<file path="config.mk">
export PLATFORM = sky130hd
export DESIGN_NAME = enc8to3_seq
export DESIGN_NICKNAME = d
export VERILOG_FILES = /design/src/rtl/enc_pkg.sv /design/src/rtl/pri_enc8.sv /design/src/rtl/enc8to3_seq.sv
export SDC_FILE = /design/constraint.sdc
export NUM_CORES = 1
export LEC_CHECK = 0
export BUFFER_PORTS_ARGS = -buffer_cell sky130_fd_sc_hd__buf_2
export CORE_MARGIN = 2
export CORE_UTILIZATION = 40
export DETAILED_ROUTE_END_ITERATION = 10
export HOLD_SLACK_MARGIN = 0.15
export PLACE_DENSITY = 0.73
export SKIP_LAST_GASP = 1
export SLEW_MARGIN = 15
export SYNTH_ARGS = -nofsm -noshare
export SYNTH_HDL_FRONTEND = slang
export SYNTH_SLANG_ARGS = --single-unit
</file>
<file path="constraint.sdc">
create_clock -name clk -period 2.15 [get_ports clk]
set_clock_uncertainty 0.1 [all_clocks]
set_input_delay 0.3225 -clock clk [delete_from_list [all_inputs] [get_ports clk]]
set_output_delay 0.3225 -clock clk [all_outputs]
set_load 0.01 [all_outputs]
</file>
<file path="src/rtl/enc_pkg.sv">
// rtl/enc_pkg.sv - shared state type, default widths and bit-count helper for enc8to3_seq
package enc_pkg;
   localparam int ENC_W  = 8;
   localparam int ENC_IW = $clog2(ENC_W);
   localparam int MAX_W  = 32;

   typedef enum logic {
      IDLE = 1'b0,
      BUSY = 1'b1
   } state_e;

   // True when exactly one bit of v is set; callers zero-extend narrower vectors.
   function automatic logic onehot_cnt_is1(input logic [MAX_W-1:0] v);
      return (v != '0) && ((v & (v - MAX_W'(1))) == '0);
   endfunction
endpackage

</file>
<file path="src/rtl/pri_enc8.sv">
// rtl/pri_enc8.sv - combinational find-first-set, direction selectable (LSB or MSB first)
module pri_enc8
   import enc_pkg::*;
#(
   parameter int W  = ENC_W,
   parameter int IW = $clog2(W)
) (
   input  logic [W-1:0]  vec,
   input  logic          msb_first,
   output logic [IW-1:0] idx
);

   // Later loop iterations override earlier ones, so scan toward the winning end.
   always_comb begin
      idx = '0;
      if (msb_first) begin
         for (int i = 0; i < W; i++) begin
            if (vec[i]) idx = IW'(i);
         end
      end else begin
         for (int i = W - 1; i >= 0; i--) begin
            if (vec[i]) idx = IW'(i);
         end
      end
   end

endmodule

</file>
<file path="src/rtl/enc8to3_seq.sv">
// rtl/enc8to3_seq.sv - sequential 8-to-3 encoder, one index per handshake
// ENC_MSB_FIRST_EN: when defined, indices are emitted highest set bit first.
module enc8to3_seq
   import enc_pkg::*;
#(
   parameter int W  = ENC_W,
   parameter int IW = $clog2(W)
) (
   input  logic          clk,
   input  logic          rst,
   input  logic          en,
   input  logic          in_valid,
   output logic          in_ready,
   input  logic [W-1:0]  in,
   output logic          out_valid,
   input  logic          out_ready,
   output logic [IW-1:0] out,
   output logic          out_last,
   output logic          err_zero,
   output logic          busy
);

   state_e         state_q, state_d;
   logic [W-1:0]   pending_q, pending_d;
   logic           err_zero_q, err_zero_d;
   logic [IW-1:0]  idx;
   logic           last;
   logic           msb_first;
   logic [W-1:0]   take_mask;

`ifdef ENC_MSB_FIRST_EN
   assign msb_first = 1'b1;
`else
   assign msb_first = 1'b0;
`endif

   pri_enc8 #(
      .W  (W),
      .IW (IW)
   ) u_pri_enc (
      .vec       (pending_q),
      .msb_first (msb_first),
      .idx       (idx)
   );

   assign last      = onehot_cnt_is1(MAX_W'(pending_q));
   assign take_mask = W'(1) << idx;

   always_comb begin
      state_d    = state_q;
      pending_d  = pending_q;
      err_zero_d = 1'b0;
      case (state_q)
         IDLE: begin
            if (in_valid && in_ready) begin
               if (in != '0) begin
                  pending_d = in;
                  state_d   = BUSY;
               end else begin
                  err_zero_d = 1'b1;
               end
            end
         end
         BUSY: begin
            if (out_ready) begin
               pending_d = pending_q & ~take_mask;
               if (last) state_d = IDLE;
            end
         end
         default: state_d = IDLE;
      endcase
   end

   always_ff @(posedge clk or posedge rst) begin
      if (rst) begin
         state_q    <= IDLE;
         pending_q  <= '0;
         err_zero_q <= 1'b0;
      end else begin
         state_q    <= state_d;
         pending_q  <= pending_d;
         err_zero_q <= err_zero_d;
      end
   end

   // Everything visible downstream comes from registered state; pending is zero in IDLE.
   assign in_ready  = en & (state_q == IDLE);
   assign out_valid = (state_q == BUSY);
   assign busy      = (state_q == BUSY);
   assign out       = idx;
   assign out_last  = last;
   assign err_zero  = err_zero_q;

endmodule

</file>
* After elaboration in Yosys (flattened, before gate mapping)
Cells that the tools add are included.
** Cells by class
- $add $sub $neg :: 1
- Equal/unequal tests :: 3
- Shift operators :: 1
- Muxes and demuxes :: 20
- Bitwise gates (word level) :: 5
- Reductions and logical operators :: 6
** Operators by type and width (count)
- $and A8 B32 Y32 :: 1
- $logic_not A32 Y1 :: 1
- $mux W3 :: 8
- $mux W8 :: 3
- $pmux W8 S2 :: 1
- $reduce_bool A8 Y1 :: 2
- $sub A8 B1 Y9 const B :: 1
- $and A8 B8 Y8 :: 1
- $not A8 Y8 :: 1
- $shl A1 B3 Y8 const A :: 1
- $mux W1 :: 7
- $ne A2 B2 Y1 const B :: 3
- $reduce_and A3 Y1 :: 1
- $logic_and A1 B1 Y1 :: 2
- $pmux W1 S2 :: 1
- $and A1 B1 Y1 :: 1
- $not A1 Y1 :: 1
** Word-level totals
- Flip-flop bits (word level) :: 10
- Input port bits :: 13
- Output and inout bits :: 8
- Word-level logic and storage cells :: 39

* Longest topological paths before layout
- Word-level depth :: 13
- Depth in mapped cells :: 5

* Cells and area by module
Synthesis repeated with hierarchy kept, for this count alone.
** Unflattened totals
- Cells, all modules :: 88
- Area, all modules :: 729.4 um^2
** By module, submodules not included
- enc8to3_seq :: times used 1, cells an instance 66, area each 605.6 um^2, seq. area each 250.2 um^2
- pri_enc8 :: times used 1, cells an instance 22, area each 123.9 um^2, seq. area each 0.0 um^2

* Least setup slack after synthesis
Ideal clock, no wire load.
- Path type :: register to output
- Start point :: register pending_q[0]
- End point :: output out_last
- Arrival time :: 1.480 ns
- Path slack :: 0.247 ns
- Cell stages (with the launch flop) :: 6
- Buffers on the path :: 1
- Cell sequence :: dfrtp_1 -> or4_1 -> buf_2 -> a2111oi_4 -> a31oi_1 -> nor2_1
** Between the ends
- Longest elaborated chain between the ends :: 4
- Elaborated cells on any way between the ends :: 5
** RTL lines
- start: declaration :: RTL line enc8to3_seq.sv:24 : logic [W-1:0] pending_q, pending_d;
- start signal: assignment :: RTL line enc8to3_seq.sv:81 : pending_q <= pending_d;
- $sub A8 B1 Y9 :: RTL line enc_pkg.sv:14 : return (v != '0) && ((v & (v - MAX_W'(1))) == '0);
- $and A8 B32 Y32 :: RTL line enc_pkg.sv:14
- $logic_not A32 Y1 :: RTL line enc_pkg.sv:14
- $logic_and A1 B1 Y1 (*) :: RTL line enc_pkg.sv:14
- end: declaration :: RTL line enc8to3_seq.sv:18 : output logic out_last,
Every way passes the cells marked *; elsewhere a longest branch is shown, timed or not.

* Worst setup path after layout
Ends and elaborated chain as after synthesis.

==> impl_metrics.py <==
metrics = {
    "status": {
        "outcome": "finished, violations left",
        "failed_checks": "setup timing",
    },
    "job": {
        "cap_violations": 0,
    },
    "logic_synthesis": {
        "synth_cells": 71,
        "yosysWarnings": 0,
        "ys.flop_type": "dfrtp_1",
        "netlist_area_sq_um": 642,
        "ys_seq_area_share_pct": 39.0,
        "async_flop_share_pct": 100,
        "avgSynthCellArea_sq_um": 9.04,
        "synth_nets": 84,
        "synth-seq-cells": 10,
        "synth.distinct_cells": 28,
        "synth_edf_count": 0,
    },
    "clock_network": {
        "path_clk_slew_ns": 0.06,
        "clock_latency_ns": 0.26,
        "htreeDepth": 1,
        "cts_tree": "yes",
        "clockBufferDepth": 2,
        "numCtsBuffers": 3,
        "cts_sinks": 10,
        "ctsRootBufferMaster": "clkbuf_4",
    },
    "routing": {
        "vias": 663,
        "wl_per_cell_um": 14.8,
        "viasPerCell": 5.87,
        "first_pass_iters": 4,
        "final_antenna_net_count": 0,
        "drc_errors": 0,
        "drt_wl_total_mm": 1.67,
        "first_iter_violations": 12,
    },
    "global_route": {
        "grt_pass1_wl_mm": 2.74,
        "grt_overflow_total": 0,
        "grt_pass1_vias": 641,
        "antenna_found_initial": 0,
        "grt.total_usage_pct": 19.9,
        "grt_max_degree": 13,
    },
    "die": {
        "rows": 14,
        "initial_core_util_pct": 42.6,
        "dieArea_sq_um": 1940,
        "die_y_um": 44.1,
        "core_sq_um": 1510,
        "ios": 21,
        "dieWidth_um": 44.1,
    },
    "sta": {
        "hold_ws_ns": 0.191,
        "fin_crit_sh_pct": 102,
        "slew_violations": 0,
        "setup_viol": 1,
        "fin_crit_ns": 2.19,
        "hold_viol": 0,
        "tightest_slew_ns": 0.424,
        "max-slew-margin-rel_pct": 71.4,
        "rsz0062_at_grt": "yes",
        "setup_tns_ns": -0.0360,
        "setup_ws_ns": -0.0360,
        "clock.fmax_mhz": 457,
    },
    "hold_path": {
        "hp-class": "in2reg",
    },
    "final_layout": {
        "utilization_pct": 56.6,
        "diodes": 0,
        "fin_nets": 111,
        "syn2layout_area_growth_pct": 32.9,
        "final-instance-count-excl-fill": 113,
        "drive_above_1_share_pct": 38.1,
        "final_cell_mix": "buf_2 (20), dfrtp_1 (10), o21ai_0 (8)",
        "final_common_cell": "buf_2",
    },
    "power_and_ir_drop": {
        "power.leakage_nw": 0.411,
        "power_density_nw_per_um2": 1590,
        "vdd_drop_max_v": 0.000819,
    },
    "critical_path": {
        "crit_required_ns": 1.73,
        "start_kind": "register",
        "critPathKind": "reg2out",
        "critPathMaxFanout": 5,
        "crit_arrival_ns": 1.76,
        "endpoint_kind": "output port",
    },
    "placement": {
        "portBuffers": 20,
        "dp_cells": 107,
        "place_ws_ns": 0.0855,
        "place_congestion": 0.876,
    },
}
## per-layer routing
| layer | wire length, um | GRT usage [%] | vias to the layer above |
|---|---|---|---|
| met5 | 0 | 0 | - |
| met4 | 40 | 11.5 | 0 |
| met3 | 103 | 8.98 | 4 |
| met2 | 779 | 30.0 | 16 |
| met1 | 744 | 23.4 | 326 |
| li1 | - | - | 317 |
## kinds of logic (layout without fill, tap and decap cells)
kind of cell / Yosys count / after routing / share of synthesized area, %
buffers and inverters: 9 / 35 / 6.24
adder cells (fa/ha/maj): 1 / 1 / 1.56
AND/OR/NAND/NOR: 21 / 21 / 17.5
AO/OA/AOI/OAI: 30 / 30 / 35.7
flip-flops: 10 / 10 / 39.0
## critical path, stage by stage, from the launching register on
cell and delay [ns]:
dfrtp_1 0.38, or4_4 0.59, a2111oi_4 0.23, a31oi_2 0.08, nor2_1 0.10, buf_2 0.13
## path summary, 6_finish.rpt
path                              start            to  slack (ns)  cells past startpoint
hold / removal                    in[6]  pending_q[6]        0.19                      2
setup reg to reg           pending_q[0]  pending_q[7]        0.09                      5
max in group asynchronous           rst          busy        1.19                      3
setup / recovery           pending_q[0]      out_last       -0.04                      5
min in group asynchronous           rst  pending_q[4]        0.48                      3
hold reg to reg            pending_q[7]  pending_q[7]        0.51                      1
## layout make-up
type	instances	area, sq um
Fill cell	147	653
Multi-Input combinational cell	52	373
Sequential cell	10	250
Timing Repair Buffer	28	163
Clock buffer	4	36.3
Tap cell	16	20.0
Inverter	3	11.3
## cells in the mapped netlist, types with 2 or more instances
library cell | number | area [sq um]
nor4_1 | 2 | 12.5
clkbuf_1 | 3 | 11.3
nand2b_1 | 4 | 25.0
dfrtp_1 | 10 | 250
nand2_1 | 2 | 7.51
o21ai_0 | 9 | 45.0
buf_2 | 2 | 10.0
nor2_1 | 7 | 26.3
a22o_1 | 7 | 61.3
o2bb2ai_1 | 2 | 17.5
a21oi_1 | 4 | 20.0
inv_1 | 3 | 11.3
## sequential cells by signal, indices dropped and copies added (netlist names)
signal     count
busy           1
err_zero       1
pending_q      8
## stage by stage
| step | instance area, sq um | power [W] |
|---|---|---|
| final | 853 | 0.00136 |
| after global routing | 853 | 0.00146 |
| after CTS | 850 | 0.00135 |
| after detailed placement | 778 | 0.00109 |
| after global placement | 778 | 0.00107 |
| after floorplan | 642 | 0.000849 |
## what timing repair did
item | 4_1_cts | 5_1_grt
endpoints found under the hold margin | 10 | 0
endpoints found under the setup margin | 1 | 1
resized for setup | 4 | 1
hold buffers | 1 | 0
setup buffers | 1 | 0
pin swaps | 1 | 0
## report_power, final
part	total, W	internal (W)	switching (W)
clock network	0.000166	0.000103	0.0000633
logic	0.000837	0.000403	0.000434
registers	0.000354	0.000261	0.0000937
total	0.00136	0.000767	0.000591
No activity file was read; power rests on OpenSTA's default activity.
